===== src/rtl/seg_scan_receiver_if.sv =====
// Scan-bus and frame-report bundle for seg_scan_receiver.
// Latency: none (wiring only).
// Backpressure: none; the scan bus is free-running and frames are reported as pulses.
//
// Signals:
//   an[3:0]        anode select, active-low one-hot (1110 = digit0 .. 0111 = digit3)
//   num[6:0]       segment pattern {g,f,e,d,c,b,a}, bit0 = a
//   digit0..3      last published decoded value per digit
//   dig_blank      per-digit flag, pattern was all-off
//   dig_err        per-digit flag, pattern was neither a hex glyph nor blank
//   frame_valid    one-cycle pulse per published frame
//   frame_changed  one-cycle pulse with frame_valid when the frame differs from the previous one
//   anode_err      one-cycle pulse on an illegal anode pattern
//   signal_lost    level, no frame completed within the timeout window
//
// master: the scan driver / monitor side.  slave: the receiver.
interface seg_scan_receiver_if;
  logic [3:0] an;
  logic [6:0] num;
  logic [3:0] digit0;
  logic [3:0] digit1;
  logic [3:0] digit2;
  logic [3:0] digit3;
  logic [3:0] dig_blank;
  logic [3:0] dig_err;
  logic       frame_valid;
  logic       frame_changed;
  logic       anode_err;
  logic       signal_lost;

  modport master (
    output an,
    output num,
    input  digit0,
    input  digit1,
    input  digit2,
    input  digit3,
    input  dig_blank,
    input  dig_err,
    input  frame_valid,
    input  frame_changed,
    input  anode_err,
    input  signal_lost
  );

  modport slave (
    input  an,
    input  num,
    output digit0,
    output digit1,
    output digit2,
    output digit3,
    output dig_blank,
    output dig_err,
    output frame_valid,
    output frame_changed,
    output anode_err,
    output signal_lost
  );
endinterface


===== src/rtl/seg_scan_receiver.sv =====
// Demultiplexes a 4-digit 7-segment scan bus, decodes each digit and publishes whole frames.
// Latency: sample at edge N -> slot written at N+1 -> frame outputs/frame_valid after N+2.
// Backpressure: none; every scan sample is consumed, including one arriving during publish.
//
// Ports:
//   clk    system clock
//   reset  synchronous, active-low reset (wins over everything else)
//   bus    seg_scan_receiver_if.slave: an/num in; digit0..3, dig_blank, dig_err,
//          frame_valid, frame_changed, anode_err, signal_lost out
//
// Parameters:
//   SEG_ACTIVE_LOW  1 = segment bits are inverted before decoding
//   TIMEOUT_CYC     cycles without a published frame before signal_lost (8..65535)
module seg_scan_receiver #(
  parameter bit          SEG_ACTIVE_LOW = 1'b0,
  parameter int unsigned TIMEOUT_CYC    = 1024
) (
  input logic            clk,
  input logic            reset,
  seg_scan_receiver_if.slave bus
);

  localparam int              CNT_W   = $clog2(TIMEOUT_CYC + 1);
  localparam logic [CNT_W-1:0] CNT_MAX = CNT_W'(TIMEOUT_CYC);

  typedef enum logic {
    COLLECT = 1'b0,
    PUBLISH = 1'b1
  } state_t;

  // stage 1: registered copy of the raw bus
  logic [3:0] an_q;
  logic [6:0] num_q;

  // stage 2: classification and decode of the registered sample
  logic [6:0] seg;
  logic [3:0] dec_val;
  logic       dec_blank;
  logic       dec_err;
  logic       wr;
  logic [1:0] wr_idx;
  logic [3:0] wr_mask;
  logic       bad_an;

  // frame assembly
  logic [3:0] slot_val [4];
  logic [3:0] slot_blank;
  logic [3:0] slot_err;
  logic [3:0] seen;
  logic [3:0] seen_nxt;
  state_t     state;
  state_t     state_nxt;
  logic       publish;
  logic       frame_diff;

  // timeout
  logic [CNT_W-1:0] cnt;
  logic [CNT_W-1:0] cnt_nxt;
  logic             timeout_hit;

  // output registers; the published frame doubles as the previous-frame copy
  logic [3:0] dig_q [4];
  logic [3:0] blank_q;
  logic [3:0] err_q;
  logic       fv_q;
  logic       fc_q;
  logic       ae_q;
  logic       lost_q;

  // ---------------------------------------------------------------- stage 2
  always_comb begin
    wr      = 1'b0;
    wr_idx  = 2'd0;
    wr_mask = 4'b0000;
    bad_an  = 1'b0;
    case (an_q)
      4'b1110: begin wr = 1'b1; wr_idx = 2'd0; wr_mask = 4'b0001; end
      4'b1101: begin wr = 1'b1; wr_idx = 2'd1; wr_mask = 4'b0010; end
      4'b1011: begin wr = 1'b1; wr_idx = 2'd2; wr_mask = 4'b0100; end
      4'b0111: begin wr = 1'b1; wr_idx = 2'd3; wr_mask = 4'b1000; end
      // all anodes off (blanked) or all on (driver held in reset): idle
      4'b1111, 4'b0000: ;
      default: bad_an = 1'b1;
    endcase
  end

  assign seg = SEG_ACTIVE_LOW ? ~num_q : num_q;

  always_comb begin
    dec_val   = 4'h0;
    dec_blank = 1'b0;
    dec_err   = 1'b0;
    case (seg)
      7'h3F: dec_val = 4'h0;
      7'h06: dec_val = 4'h1;
      7'h5B: dec_val = 4'h2;
      7'h4F: dec_val = 4'h3;
      7'h66: dec_val = 4'h4;
      7'h6D: dec_val = 4'h5;
      7'h7D: dec_val = 4'h6;
      7'h07: dec_val = 4'h7;
      7'h7F: dec_val = 4'h8;
      7'h6F: dec_val = 4'h9;
      7'h77: dec_val = 4'hA;
      7'h7C: dec_val = 4'hB;
      7'h39: dec_val = 4'hC;
      7'h5E: dec_val = 4'hD;
      7'h79: dec_val = 4'hE;
      7'h71: dec_val = 4'hF;
      7'h00: dec_blank = 1'b1;
      default: dec_err = 1'b1;
    endcase
  end

  // ---------------------------------------------------------------- timeout
  assign publish = (state == PUBLISH);

  always_comb begin
    cnt_nxt = cnt;
    if (publish) begin
      cnt_nxt = '0;
    end else if (cnt != CNT_MAX) begin
      cnt_nxt = cnt + CNT_W'(1);
    end
  end

  // fires once, on the cycle the counter first reaches the limit; the
  // saturated counter must not keep wiping the mask or recovery is impossible
  assign timeout_hit = !publish && (cnt != CNT_MAX) && (cnt_nxt == CNT_MAX);

  // ---------------------------------------------------------------- seen mask
  // Publish, an illegal anode and a timeout each discard the partial frame;
  // the current sample is still merged in so a slot arriving during publish
  // starts the next frame.
  always_comb begin
    seen_nxt = seen;
    if (publish || bad_an || timeout_hit) begin
      seen_nxt = 4'b0000;
    end
    seen_nxt = seen_nxt | wr_mask;
  end

  // ---------------------------------------------------------------- FSM
  always_ff @(posedge clk) begin
    if (!reset) begin
      state <= COLLECT;
    end else begin
      state <= state_nxt;
    end
  end

  always_comb begin
    state_nxt = COLLECT;
    case (state)
      COLLECT: state_nxt = (seen_nxt == 4'b1111) ? PUBLISH : COLLECT;
      PUBLISH: state_nxt = COLLECT;
      default: state_nxt = COLLECT;
    endcase
  end

  assign frame_diff = ({slot_val[3], slot_val[2], slot_val[1], slot_val[0], slot_blank, slot_err}
                    != {dig_q[3], dig_q[2], dig_q[1], dig_q[0], blank_q, err_q});

  // ---------------------------------------------------------------- datapath
  always_ff @(posedge clk) begin
    if (!reset) begin
      an_q       <= 4'b1111;
      num_q      <= 7'h00;
      seen       <= 4'b0000;
      cnt        <= '0;
      slot_blank <= 4'b0000;
      slot_err   <= 4'b0000;
      blank_q    <= 4'b0000;
      err_q      <= 4'b0000;
      fv_q       <= 1'b0;
      fc_q       <= 1'b0;
      ae_q       <= 1'b0;
      lost_q     <= 1'b0;
      for (int k = 0; k < 4; k++) begin
        slot_val[k] <= 4'h0;
        dig_q[k]    <= 4'h0;
      end
    end else begin
      an_q  <= bus.an;
      num_q <= bus.num;
      seen  <= seen_nxt;
      cnt   <= cnt_nxt;

      // a revisit simply overwrites the slot; the mask bit is already set
      if (wr) begin
        slot_val[wr_idx]   <= dec_val;
        slot_blank[wr_idx] <= dec_blank;
        slot_err[wr_idx]   <= dec_err;
      end

      ae_q <= bad_an;
      fv_q <= publish;
      fc_q <= publish && frame_diff;

      // outputs take the pre-write slot contents, so a same-cycle write
      // belongs to the next frame
      if (publish) begin
        for (int k = 0; k < 4; k++) begin
          dig_q[k] <= slot_val[k];
        end
        blank_q <= slot_blank;
        err_q   <= slot_err;
        lost_q  <= 1'b0;
      end else if (timeout_hit) begin
        lost_q <= 1'b1;
      end
    end
  end

  assign bus.digit0        = dig_q[0];
  assign bus.digit1        = dig_q[1];
  assign bus.digit2        = dig_q[2];
  assign bus.digit3        = dig_q[3];
  assign bus.dig_blank     = blank_q;
  assign bus.dig_err       = err_q;
  assign bus.frame_valid   = fv_q;
  assign bus.frame_changed = fc_q;
  assign bus.anode_err     = ae_q;
  assign bus.signal_lost   = lost_q;

endmodule


===== src/flat_wrapper.sv =====
// flat-port wrapper written by rule: the top's interface ports become plain ports
module seg_scan_receiver_flat 
#(
  parameter bit          SEG_ACTIVE_LOW = 1'b0,
  parameter int unsigned TIMEOUT_CYC    = 1024
)
  (clk, reset, bus_an, bus_num, bus_digit0, bus_digit1, bus_digit2, bus_digit3, bus_dig_blank, bus_dig_err, bus_frame_valid, bus_frame_changed, bus_anode_err, bus_signal_lost);
  seg_scan_receiver_if bus_i ();
  input logic clk;
  input logic reset;
  input wire logic [$bits(bus_i.an)-1:0] bus_an;
  input wire logic [$bits(bus_i.num)-1:0] bus_num;
  output wire logic [$bits(bus_i.digit0)-1:0] bus_digit0;
  output wire logic [$bits(bus_i.digit1)-1:0] bus_digit1;
  output wire logic [$bits(bus_i.digit2)-1:0] bus_digit2;
  output wire logic [$bits(bus_i.digit3)-1:0] bus_digit3;
  output wire logic [$bits(bus_i.dig_blank)-1:0] bus_dig_blank;
  output wire logic [$bits(bus_i.dig_err)-1:0] bus_dig_err;
  output wire logic [$bits(bus_i.frame_valid)-1:0] bus_frame_valid;
  output wire logic [$bits(bus_i.frame_changed)-1:0] bus_frame_changed;
  output wire logic [$bits(bus_i.anode_err)-1:0] bus_anode_err;
  output wire logic [$bits(bus_i.signal_lost)-1:0] bus_signal_lost;
  assign bus_i.an = bus_an;
  assign bus_i.num = bus_num;
  assign bus_digit0 = bus_i.digit0;
  assign bus_digit1 = bus_i.digit1;
  assign bus_digit2 = bus_i.digit2;
  assign bus_digit3 = bus_i.digit3;
  assign bus_dig_blank = bus_i.dig_blank;
  assign bus_dig_err = bus_i.dig_err;
  assign bus_frame_valid = bus_i.frame_valid;
  assign bus_frame_changed = bus_i.frame_changed;
  assign bus_anode_err = bus_i.anode_err;
  assign bus_signal_lost = bus_i.signal_lost;
  seg_scan_receiver #(.SEG_ACTIVE_LOW(SEG_ACTIVE_LOW), .TIMEOUT_CYC(TIMEOUT_CYC)) u_core (.clk(clk), .reset(reset), .bus(bus_i));
endmodule

===== config.mk =====
export PLATFORM = sky130hd
export DESIGN_NAME = seg_scan_receiver_flat
export DESIGN_NICKNAME = d
export VERILOG_FILES = /design/src/rtl/seg_scan_receiver_if.sv /design/src/rtl/seg_scan_receiver.sv /design/src/flat_wrapper.sv
export SDC_FILE = /design/constraint.sdc
export NUM_CORES = 1
export LEC_CHECK = 0
export ABC_AREA = 1
export BUFFER_PORTS_ARGS = -buffer_cell sky130_fd_sc_hd__buf_2
export CAP_MARGIN = 10
export CORE_ASPECT_RATIO = 1.5
export CORE_MARGIN = 2
export CORE_UTILIZATION = 45
export CTS_BUF_LIST = sky130_fd_sc_hd__clkbuf_16
export DETAILED_ROUTE_END_ITERATION = 8
export GPL_ROUTABILITY_DRIVEN = 0
export MAX_ROUTING_LAYER = met4
export SLEW_MARGIN = 40
export SYNTH_ARGS = -nofsm -noshare
export SYNTH_HDL_FRONTEND = slang
export SYNTH_SLANG_ARGS = --single-unit
export TNS_END_PERCENT = 1

===== constraint.sdc =====
create_clock -name clk -period 2.6 [get_ports clk]
set_clock_uncertainty 0.15 [all_clocks]
set_input_delay 0.52 -clock clk [delete_from_list [all_inputs] [get_ports clk]]
set_output_delay 0.52 -clock clk [all_outputs]
set_load 0.005 [all_outputs]

# Word level (Yosys, flattened, before mapping)
# Memories as Yosys holds them, arrays and structs flattened.
# Index checks and enable logic that the tools add are counted.
# totals
regBits,47
ramBits,32
inputBits,13
out_inout_bits,28
elab_cells,94
memories,2
# classes
n_addsub,1
order_cmp,2
n_eq_ne,25
mux,30
bitwise,7
reduce_logical,14
# mem_list
name,depth,word_bits,read_ports,rd_clocked_by_memory_dff,write_ports,line_no,rtl
u_core.dig_q,4,4,4,0,4,seg_scan_receiver.sv:62,logic [3:0] dig_q [4];
u_core.slot_val,4,4,4,0,4,seg_scan_receiver.sv:46,logic [3:0] slot_val [4];
# op_table
cell,count
$eq A7 B7 Y1 const B,12
$pmux W4 S15,1
$mux W4,6
$ne A24 B24 Y1,1
$mux W11,2
$eq A4 B4 Y1 const B,5
$reduce_or A17 Y1,1
$pmux W4 S4,1
$eq A7 B3 Y1 const B,2
$eq A7 B6 Y1 const B,2
$mux W1,14
$add A11 B1 Y11 const B,1
$eq A11 B11 Y1 const B,1
$ne A11 B11 Y1 const B,1
$bwmux W4,2
$reduce_or A4 Y1,2
$logic_not A7 Y1,1
$pmux W2 S3,1
$reduce_or A6 Y1,1
$eq A4 B3 Y1 const B,1
$logic_and A1 B1 Y1,4
$logic_not A4 Y1,1
$or A1 B1 Y1,4
$or A4 B4 Y4,1
9 further kinds,11

# Logic depth before layout (Yosys ltp)
# depth
word_depth,11
depth_mapped,13
depth_no_buf,13

# Worst setup path before layout
# No wires, ideal clock.
# synth_timing
kind,register -> register
startpoint,register u_core.cnt[0]
endpoint,"register u_core.state, in the netlist u_core.publish"
setup_ps,110
arrival_time_ps,1531
t_required_ps,2340
slack_ps,808
stages_incl_launch_ff,13
n_path_buf,0
synth_period_minus_slack_ps,1792
path_cell_list,dfxtp_1 > ha_1 > nand2_1 > nor2_4 > nand3_1 > nand2_1 > nand2_1 > nor2_1 > nand3_2 > nand3_1 > nand2_1 > nand3_1 > nor2_1
# synth_via
elab_chain_len,11
word_cells_on_any_way,13
cone_classes,add/sub: 1; eq/ne: 3; mux: 5; bitwise: 1; reduce/logical: 3
# synth_rtl
element,line_no,rtl
"start, declared",seg_scan_receiver.sv:57,logic [CNT_W-1:0] cnt;
"start signal, assigned",seg_scan_receiver.sv:187,cnt <= cnt_nxt;
$add A11 B1 Y11 / $ne A11 B11 Y1 (equally long branches),"seg_scan_receiver.sv:123, seg_scan_receiver.sv:122, seg_scan_receiver.sv:129",
$mux W11,seg_scan_receiver.sv:122,end else if (cnt != CNT_MAX) begin
$mux W11,seg_scan_receiver.sv:120,if (publish) begin
$eq A11 B11 Y1,seg_scan_receiver.sv:129,assign timeout_hit = !publish && (cnt != CNT_MAX) && (cnt_nxt == CNT_MAX);
$logic_and A1 B1 Y1 (*),seg_scan_receiver.sv:129,
$logic_or A1 B1 Y1 (*),seg_scan_receiver.sv:137,if (publish || bad_an || timeout_hit) begin
$mux W4 (*),seg_scan_receiver.sv:137,
$or A4 B4 Y4 (*),seg_scan_receiver.sv:140,seen_nxt = seen_nxt | wr_mask;
$eq A4 B4 Y1 (*),seg_scan_receiver.sv:155,COLLECT: state_nxt = (seen_nxt == 4'b1111) ? PUBLISH : COLLECT;
$mux W1 (*),seg_scan_receiver.sv:155,
$pmux W1 S2 (*),seg_scan_receiver.sv:154,case (state)
"end signal, assigned",seg_scan_receiver.sv:148,state <= state_nxt;
"end, declared",seg_scan_receiver.sv:51,state_t state;
# Mark *: on every way between the ends. The rest lies on a longest branch, timed or not.
# A chain may end at the register's enable or synchronous reset.

# Final worst setup path
# Ends and elaborated chain as after synthesis.

==> flow_summary.toml <==
[floorplanning]
die-area_mm2 = 0.00877
die_w_um = 77.2
io_pins = 41
die-height_um = 114
core-area_mm2 = 0.00791
start_util_pct = 45.7
num_rows = 40

[clocking]
numCtsBuffers = 9
clk_pin_slew_ns = 0.06
tritoncts = "done"
post_cts_buffers = 0
cts_max_path_buffers = 2
clock_sinks = 79
clk_latency_ns = 0.33
postCtsHoldBufs = 0
cts-root-buf = "clkbuf_16"
cts.repair.resized = 0
h-tree-depth = 3

[grt]
grt_overflow = 0
grt_max_degree = 26
grt_use_total_pct = 18.4
antenna_found_initial = 0
grt_pass1_wl_mm = 12.2
grt_pass1_vias = 2742

[logic_synthesis]
synth_area_leaders = "edfxtp_1 27%, dfxtp_1 26%, inv_1 7.8%, nand2_1 7.6%, nor2_1 7.3%"
ys_top_cells_by_count = "75 x inv_1, 73 x nand2_1, 70 x nor2_1, 47 x dfxtp_1, 32 x edfxtp_1"
yosysMostFrequentCell = "inv_1"
ys_ff_latch = 79
yosysTopAreaCellShare_pct = 26.6
synth_edf_count = 32
ys_async_sr_fraction_pct = 0
synth_nets = 446
synthDistinctLibCells = 29
syn_area_mm2 = 0.00361
avgSynthCellArea_um2 = 8.38
yosys.area.top_type = "edfxtp_1"
synthCells = 431
synth_top_flop_cell = "dfxtp_1"
yosysSeqAreaShare_pct = 52.6
synth_warnings = 0

[setup_path]
crit_type = "reg -> reg"
cp.arrival_ns = 2.07
critical_path_required_ns = 2.68
cp-start-kind = "flip-flop"
crit_path_end_kind = "flip-flop"
cp_max_fo = 5

[layout]
multi_input_area_mm2 = 0.00140
final_cell_area_mm2 = 0.00424
utilization_pct = 53.6
seq_area_mm2 = 0.00190
nNetsFinal = 494
fillers = 787
drive_gt1_share_pct = 14.7
n_antenna_cell = 0
area_growth_pct = 17.4

[outcome]
outcome = "finished, final reports clean"

[drt]
totalWireLength_mm = 7.30
num_vias = 2859
antenna_left = 0
avgRoutedWirePerCell_um = 12.4
drc = 0
via_per_inst = 4.85
drtIter0Drc = 138
firstDrtPassIters = 4

[sta]
finalHoldViolCount = 0
fmax_mhz = 501
fin_tns_setup_ns = 0
tightestPinTransition_ns = 0.465
finalSetupViolCount = 0
holdWs_ns = 0.219
timing_max_transition_violations_final = 0
finalCritPeriodShare_pct = 76.8
maxSlewHeadroom_pct = 68.7
fin_crit_ns = 2.00
rsz0062_at_grt = "false"

[placed_design]
placed_cell_area_mm2 = 0.00393
dpl.hpwl_mm = 5.51
port_buffers = 40

[pwr]
power_density_mw_per_mm2 = 664
p_leak_nw = 1.87
vdd_ir_drop_max_uv = 356

[hold_path]
hold_class = "in -> reg"

[flow_run]
maxCapViolCount = 0
-- metal layers --
metal	GRT usage [%]	wire (um)	up-vias
met3	2.45	179	22
li1	-	-	1480
met4	11.9	270	0
met2	32.6	3930	52
met1	19.1	2930	1305
met5	-	0	-
-- flip-flops by register name (all words and copies together) (netlist names), 4 cells and up --
signal,cells
u_core.cnt,11
u_core.slot_blank,4
u_core.bus.dig_err,4
u_core.an_q,4
u_core.seen,4
u_core.slot_err,4
u_core.bus.dig_blank,4
u_core.dig_q,16
u_core.slot_val,16
u_core.num_q,7
-- critical path: stages (launching register included) --
cell and delay (ns):
dfxtp_1 0.41, ha_1 0.23, nand2_1 0.10, nor2_4 0.17
nand3_1 0.09, nand3_1 0.12, nand2_1 0.07, nor2_1 0.11
nand3_2 0.14, nand3_1 0.12, nand2_1 0.06, nand3_1 0.08
nor2_1 0.04
-- cell families after synthesis --
family | Yosys count | share of synthesized area, %
buf+inv | 81 | 8.69
xor+xnor | 21 | 5.09
simple gates | 216 | 27.3
compound gates | 32 | 5.54
flops | 79 | 52.6
fa+ha+maj | 2 | 0.693
-- where the power goes --
part	total, mW	internal, mW	switching (mW)
registers	1.36	1.33	0.0305
clock network	1.28	0.826	0.455
logic	0.175	0.0685	0.107
total	2.82	2.22	0.592
-- final timing paths --
path	start	to	slack (ns)	cells after the start
setup / recovery	u_core.cnt[0]	u_core.publish	0.60	12
hold / removal	bus_num[3]	u_core.num_q[3]	0.22	3
setup reg to reg	u_core.cnt[0]	u_core.publish	0.60	12
hold reg to reg	u_core.bus.signal_lost	u_core.bus.signal_lost	0.34	2
-- through the flow --
stage / worst slack [ns] / std cells / total power [mW]
floorplan: 0.808 / 431 / 1.51
global placement: 0.619 / 573 / 1.56
detailed placement: 0.573 / 573 / 1.57
CTS: 0.624 / 589 / 2.85
global route: 0.405 / 589 / 2.91
finish: 0.604 / 589 / 2.82
-- area by class of cell --
cell class | instances | area share, %
clock buffer | 9 | 5.31
clock inverter | 7 | 1.95
inverter | 75 | 6.64
multi-input combinational | 271 | 32.9
sequential | 79 | 44.8
tap | 105 | 3.10
timing repair buffer | 43 | 5.25
-- cells in the final DEF (no fill, tap or decap), types with 3 or more instances in the layout --
cell type,count
nand2_1,73
xnor2_1,14
dfxtp_1,47
or2_2,6
nor2_1,70
buf_2,40
nand3_1,28
xor2_1,7
o21ai_0,11
nor4_1,7
buf_4,3
o22ai_1,10
inv_1,79
nor3_1,13
edfxtp_1,32
a21oi_1,7
nand4_1,8
clkbuf_16,9
Power figures use the tool's default switching activity.
